--- src/rtl/datapath_ctrl_pkg.sv ---
// Shared types and constants for the datapath sequencer: FSM states, instruction
// class codes, datapath select codes, instruction field positions and the decoded bundle.
package datapath_ctrl_pkg;

    localparam int INSTR_BITS = 20;

    localparam int CLASS_HI = 19;
    localparam int CLASS_LO = 16;
    localparam int WA_HI    = 15;
    localparam int WA_LO    = 12;
    localparam int RAA_HI   = 11;
    localparam int RAA_LO   = 8;
    localparam int RAB_HI   = 7;
    localparam int RAB_LO   = 4;
    localparam int IMM_HI   = 7;
    localparam int IMM_LO   = 0;
    localparam int OP_HI    = 2;
    localparam int OP_LO    = 0;

    typedef enum logic [2:0] {
        IDLE,
        FETCH,
        DECODE,
        EXEC,
        BR_WAIT,
        HALT
    } state_t;

    localparam logic [3:0] CL_NOP  = 4'h0;
    localparam logic [3:0] CL_ALU  = 4'h1;
    localparam logic [3:0] CL_LDI  = 4'h2;
    localparam logic [3:0] CL_IN   = 4'h3;
    localparam logic [3:0] CL_JMP  = 4'h5;
    localparam logic [3:0] CL_BRF  = 4'h6;
    localparam logic [3:0] CL_HALT = 4'h7;

    localparam logic [3:0] SEL_ALU = 4'h0;
    localparam logic [3:0] SEL_IMM = 4'h1;

    typedef struct packed {
        logic       wen;
        logic [3:0] sel;
        logic [7:0] ctrl;
        logic [3:0] wa;
        logic [3:0] raa;
        logic [3:0] rab;
        logic [2:0] op;
        logic       is_jmp;
        logic       is_brf;
        logic       is_halt;
        logic       illegal;
    } decoded_t;

endpackage

--- src/rtl/instr_decoder.sv ---
// Purely combinational instruction decoder: maps the instruction register onto the
// datapath control bundle; fields an instruction class does not use stay zero.
module instr_decoder
    import datapath_ctrl_pkg::*;
#(
    parameter int INSTR_W = INSTR_BITS
) (
    input  logic [INSTR_W-1:0] ir,
    output decoded_t           dec
);

    logic [3:0] instrClass;

    assign instrClass = ir[CLASS_HI:CLASS_LO];

    always_comb begin
        dec = '0;
        case (instrClass)
            CL_NOP: dec = '0;
            CL_ALU: begin
                dec.wen = 1'b1;
                dec.sel = SEL_ALU;
                dec.wa  = ir[WA_HI:WA_LO];
                dec.raa = ir[RAA_HI:RAA_LO];
                dec.rab = ir[RAB_HI:RAB_LO];
                dec.op  = ir[OP_HI:OP_LO];
            end
            CL_LDI: begin
                dec.wen  = 1'b1;
                dec.sel  = SEL_IMM;
                dec.ctrl = ir[IMM_HI:IMM_LO];
                dec.wa   = ir[WA_HI:WA_LO];
            end
            CL_IN: begin
                dec.wen = 1'b1;
                dec.sel = ir[RAA_HI:RAA_LO];
                dec.wa  = ir[WA_HI:WA_LO];
            end
            CL_JMP:  dec.is_jmp = 1'b1;
            // Branch operands go to the ALU so Flag is valid in the following cycle
            CL_BRF: begin
                dec.is_brf = 1'b1;
                dec.raa    = ir[RAA_HI:RAA_LO];
                dec.rab    = ir[RAB_HI:RAB_LO];
                dec.op     = ir[OP_HI:OP_LO];
            end
            CL_HALT: dec.is_halt = 1'b1;
            default: dec.illegal = 1'b1;
        endcase
    end

endmodule

--- src/rtl/datapath_sequencer.sv ---
// Control unit in front of the datapath: fetches from a synchronous ROM, decodes and
// drives the datapath controls, resolving conditional branches from the ALU Flag.
module datapath_sequencer
    import datapath_ctrl_pkg::*;
#(
    parameter int PC_W    = 8,
    parameter int INSTR_W = 20
) (
    input  logic               clk,
    input  logic               rst,
    input  logic               start,
    output logic               busy,
    output logic               done,
    output logic               err,
    output logic [PC_W-1:0]    imem_addr,
    input  logic [INSTR_W-1:0] imem_rdata,
    output logic [7:0]         Ctrl,
    output logic [3:0]         Sel,
    output logic               Wen,
    output logic [3:0]         WA,
    output logic [3:0]         RAA,
    output logic [3:0]         RAB,
    output logic [2:0]         Op,
    input  logic               Flag
);

    state_t             state;
    logic [PC_W-1:0]    pc;
    logic [INSTR_W-1:0] ir;
    logic               errFlag;
    decoded_t           dec;
    logic [PC_W-1:0]    pcNext;
    logic [PC_W-1:0]    branchTarget;

    instr_decoder #(
        .INSTR_W(INSTR_W)
    ) u_decoder (
        .ir (ir),
        .dec(dec)
    );

    assign pcNext       = pc + PC_W'(1);
    assign branchTarget = PC_W'(ir[IMM_HI:IMM_LO]);

    always_ff @(posedge clk) begin
        if (rst) begin
            state   <= IDLE;
            pc      <= '0;
            ir      <= '0;
            errFlag <= 1'b0;
        end else begin
            case (state)
                IDLE, HALT: begin
                    if (start) begin
                        state   <= FETCH;
                        pc      <= '0;
                        errFlag <= 1'b0;
                    end
                end
                FETCH:  state <= DECODE;
                DECODE: begin
                    ir    <= imem_rdata;
                    state <= EXEC;
                end
                EXEC: begin
                    if (dec.illegal) begin
                        errFlag <= 1'b1;
                        state   <= HALT;
                    end else if (dec.is_halt) begin
                        state <= HALT;
                    end else if (dec.is_brf) begin
                        state <= BR_WAIT;
                    end else if (dec.is_jmp) begin
                        pc    <= branchTarget;
                        state <= FETCH;
                    end else begin
                        pc    <= pcNext;
                        state <= FETCH;
                    end
                end
                // Taken branch replaces the increment, so pc moves exactly once
                BR_WAIT: begin
                    pc    <= Flag ? branchTarget : pcNext;
                    state <= FETCH;
                end
                default: state <= IDLE;
            endcase
        end
    end

    // Wen is masked by rst so a reset landing in EXEC never commits a register write
    always_comb begin
        Wen  = 1'b0;
        Sel  = SEL_ALU;
        Ctrl = '0;
        WA   = '0;
        RAA  = '0;
        RAB  = '0;
        Op   = '0;
        if (state == EXEC) begin
            Wen  = dec.wen & ~rst;
            Sel  = dec.sel;
            Ctrl = dec.ctrl;
            WA   = dec.wa;
            RAA  = dec.raa;
            RAB  = dec.rab;
            Op   = dec.op;
        end else if (state == BR_WAIT) begin
            RAA = dec.raa;
            RAB = dec.rab;
            Op  = dec.op;
        end
    end

    assign busy      = (state != IDLE) && (state != HALT);
    assign done      = (state == HALT);
    assign err       = errFlag;
    assign imem_addr = pc;

endmodule

--- config.mk ---
export PLATFORM = sky130hd
export DESIGN_NAME = datapath_sequencer
export DESIGN_NICKNAME = d
export VERILOG_FILES = /design/src/rtl/datapath_ctrl_pkg.sv /design/src/rtl/instr_decoder.sv /design/src/rtl/datapath_sequencer.sv
export SDC_FILE = /design/constraint.sdc
export NUM_CORES = 1
export LEC_CHECK = 0
export CELL_PAD_IN_SITES_DETAIL_PLACEMENT = 2
export CELL_PAD_IN_SITES_GLOBAL_PLACEMENT = 2
export CORE_ASPECT_RATIO = 1.1
export CORE_MARGIN = 3
export CORE_UTILIZATION = 24
export CTS_CLUSTER_SIZE = 16
export DETAILED_ROUTE_END_ITERATION = 16
export PLACE_DENSITY_LB_ADDON = 0.1
export SLEW_MARGIN = 40
export SYNTH_ARGS = -nofsm -noshare
export SYNTH_HDL_FRONTEND = slang
export SYNTH_HIERARCHICAL = 1
export SYNTH_SLANG_ARGS = --single-unit
export TNS_END_PERCENT = 10
--- constraint.sdc ---
create_clock -name clk -period 2.04 [get_ports clk]
set_clock_uncertainty 0.1 [all_clocks]
set_input_delay 0.612 -clock clk [delete_from_list [all_inputs] [get_ports clk]]
set_output_delay 0.612 -clock clk [all_outputs]
set_load 0.03 [all_outputs]
==> results.yml <==
hold_path:
  hold_path_class: "reg -> reg"
synthesis:
  syn_nets: 281
  synthCells: 256
  syn_area_mm2: 0.00206
  avgSynthCellArea_um2: 8.03
  seq_area_frac_synth_pct: 31.2
  yosysTopAreaCellShare_pct: 31.2
  ys_types: 50
  ys_warn_count: 6
  ys_ff_latch: 32
  synth_edf_count: 0
  synth_top_area_cell: "dfxtp_1"
  synth_area_leaders: "dfxtp_1 (31%), nand2_1 (8.4%), and2_1 (7.9%)"
  synth-async-reset-ratio_pct: 0
  synth_top_flop_cell: "dfxtp_1"
outcome:
  violations: "setup timing"
  status: "finished, violations left"
power:
  worst_ir_drop_vdd_uv: 286
  netSwitchingFraction_pct: 35.7
  switchingPower_mw: 0.702
  leakage_nw: 1.33
  power_frac_clock_pct: 24.2
  cellPowerDensity_mw_per_mm2: 582
  p_seq_share_pct: 39.1
  p_int_mw: 1.27
  combPwrFrac_pct: 36.7
sta:
  fmax_mhz: 402
  min_period_ns: 2.49
  fin_ws_ns: -0.449
  report.final.slew_viol_count: 0
  worst_pin_slew_ns: 0.323
  totalNegativeSetupSlack_ns: -8.14
  rsz0062_at_grt: "yes"
  hold_ws_ns: 0.359
  final-hold-violation-count: 0
  setup_violations: 31
  fin_crit_sh_pct: 122
  slew_headroom_pct: 78.4
layout:
  layout.cells.non_filler: 456
  antennaDiodeCount: 0
  design_area_mm2: 0.00338
  drive_above_1_share_pct: 40.8
  finish.net_count: 372
  syn2layout_area_growth_pct: 64.6
  multi_input_area_mm2: 0.00151
  layout.area.seq_um2: 656
  num-fill-cells: 928
critical_path:
  r2r_start: "ir[17]"
  worstReg2RegEnd: "imem_addr[3]"
  cpLargestDelayFamily: "simple AND/OR/NAND/NOR gates"
  startpoint: "ir[17]"
  cpPeakStageDelay_ns: 0.62
  crit_required_ns: 1.33
  cp_cell_sequence: "or4b_4 -> a21boi_2 -> nor2b_4 -> buf_6"
  crit_slowest_cell: "or4b_4"
  cp_data_arrival_time_ns: 1.78
  worstSetupPathDepth: 4
  crit_path_start_kind: "flip-flop"
  endpoint: "Op[0]"
  worstSetupPathType: "reg -> out"
  path_max_fanout: 6
  path_buf_inv: 1
  rr_worst_depth: 7
  r2r_setup_slack_ns: -0.02
  endpoint_kind: "output pin"
route:
  drtIter0Drc: 61
  detail_route.drc_violations: 0
  routed_via_density: 4.84
  wl_um: 7870
  wl_per_cell_um: 17.3
  drt_first_pass_iters: 4
  antenna_left: 0
  vias: 2206
placement:
  dp_cells: 445
  place_congestion: 0.847
  place_area_mm2: 0.00303
  place_hpwl_um: 5600
  portBuffers: 62
global_routing:
  grt_overflow: 0
  grt_antenna_before_repair: 0
  grt_pass1_wl_um: 12500
  grt_max_degree: 27
  grt_pass1_vias: 2442
  grt_usage_pct: 16.6
floorplan:
  die-width_um: 94.2
  ios: 63
  die_h_um: 103
  die_area_mm2: 0.00971
  row_count: 34
  core_mm2: 0.00813
  initial_utilization_pct: 25.3
clocking:
  cts_buffers: 5
  cts_sinks: 32
  cts_root_buf: "clkbuf_8"
  cts_tree: "done"
  clk_latency_ns: 0.28
  cts_max_level: 2
  clk_pin_slew_ns: 0.07
  hold_buffers: 0
  cts_buffer_depth: 2
job:
  cap_violations: 0
==> worst min path at each step <==
| stage | startpoint | end | depth (start not counted) |
|---|---|---|---|
| CTS | ir[14] | ir[14] | 2 |
| global route | ir[15] | ir[15] | 2 |
| detailed placement | ir[15] | ir[15] | 2 |
| finish | ir[15] | ir[15] | 2 |
| floorplan | ir[12] | ir[12] | 2 |
| global placement | ir[12] | ir[12] | 2 |
==> worst register-to-register path: stages (launching register included) <==
cell     delay, ns
dfxtp_4       0.38
or4bb_4       0.62
inv_1         0.13
nor3_1        0.08
and2_1        0.19
buf_4         0.16
o31ai_1       0.24
a21oi_1       0.06
==> cells in the mapped netlist, types with 2 or more instances <==
cell / count
a32oi_1: 4
nor2_1: 10
o21ai_0: 2
nor2b_1: 12
a22oi_1: 6
clkbuf_1: 5
nand2b_1: 3
nor3b_1: 5
o22ai_1: 2
a21o_1: 2
buf_2: 5
xnor2_1: 4
inv_1: 7
and3_1: 2
a21oi_1: 27
and2_1: 26
a21boi_2: 10
and4_1: 4
nand2_1: 46
buf_6: 5
nor3_1: 2
dfxtp_1: 32
o31ai_1: 4
nand3_1: 5
==> cell type report <==
| cell class | count | share of cell area, % |
|---|---|---|
| sequential | 32 | 19.4 |
| inverter | 7 | 0.777 |
| clock buffer | 7 | 2.26 |
| tap | 108 | 3.99 |
| timing repair buffer | 98 | 28.9 |
| clock inverter | 1 | 0.148 |
| multi-input combinational | 203 | 44.5 |
==> power by group through the flow <==
stage | combinational (mW) | clock (mW) | sequential, mW
after detailed placement | 0.689 | 0 | 0.776
after CTS | 0.705 | 0.505 | 0.768
after floorplan | 0.357 | 0 | 0.800
after global routing | 0.798 | 0.536 | 0.782
final | 0.721 | 0.477 | 0.769
after global placement | 0.672 | 0 | 0.774
==> placed cells by master (no fill, tap or decap), types with 4 or more instances in the layout <==
cell type	Yosys	final
a21boi_2	10	10
a21oi_1	27	27
a22oi_1	6	6
a32oi_1	4	4
and2_1	26	9
and2_4	0	17
and4_1	4	4
buf_4	1	30
buf_6	5	33
clkbuf_8	0	5
clkdlybuf4s50_1	0	24
dfxtp_1	32	26
dlygate4sd2_1	0	5
inv_1	7	7
nand2_1	46	46
nand3_1	5	5
nor2_1	10	7
nor2b_4	0	11
nor3b_2	0	5
xnor2_1	4	4
==> stage by stage <==
stage	power, mW	util, %	setup slack, ns
2_1_floorplan	1.16	-	-0.0903
3_3_place_gp	1.45	37.3	-0.177
3_5_place_dp	1.47	37.3	-0.163
4_1_cts	1.98	39.8	-0.419
5_1_grt	2.12	41.6	-0.502
6_report	1.97	41.6	-0.449
==> what timing repair did <==
item,CTS,global route
resized for setup,36,45
cloned,2,0
setup buffers,0,1
setup endpoints to repair,42,41
pin swaps,5,13
==> flip-flops by register name, summed over array words and instances (netlist names) <==
signal	cells
ir	20
state	3
err	1
imem_addr	8
==> layer usage <==
layer	track usage, %	vias to the layer above	wire [µm]
met2	30.8	43	4220
met4	5.00	0	102
met1	19.3	1074	3280
met3	3.07	9	269
li1	-	1080	-
met5	0	-	0
==> logic make-up (layout without fill, tap and decap cells) <==
kind of cell               count (synthesis)  after routing  synth area share (%)
xor gates and xnor gates                   4              4                  1.70
buffers and inverters                     23            113                  6.51
adders and majority gates                  1              1                 0.609
AOI/OAI and AO/OA                         67             67                  24.4
and+or+nand+nor                          128            130                  35.1
muxes                                      1              1                 0.548
DFF                                       32             32                  31.2
Note: power is estimated with default switching activity, not from simulation.
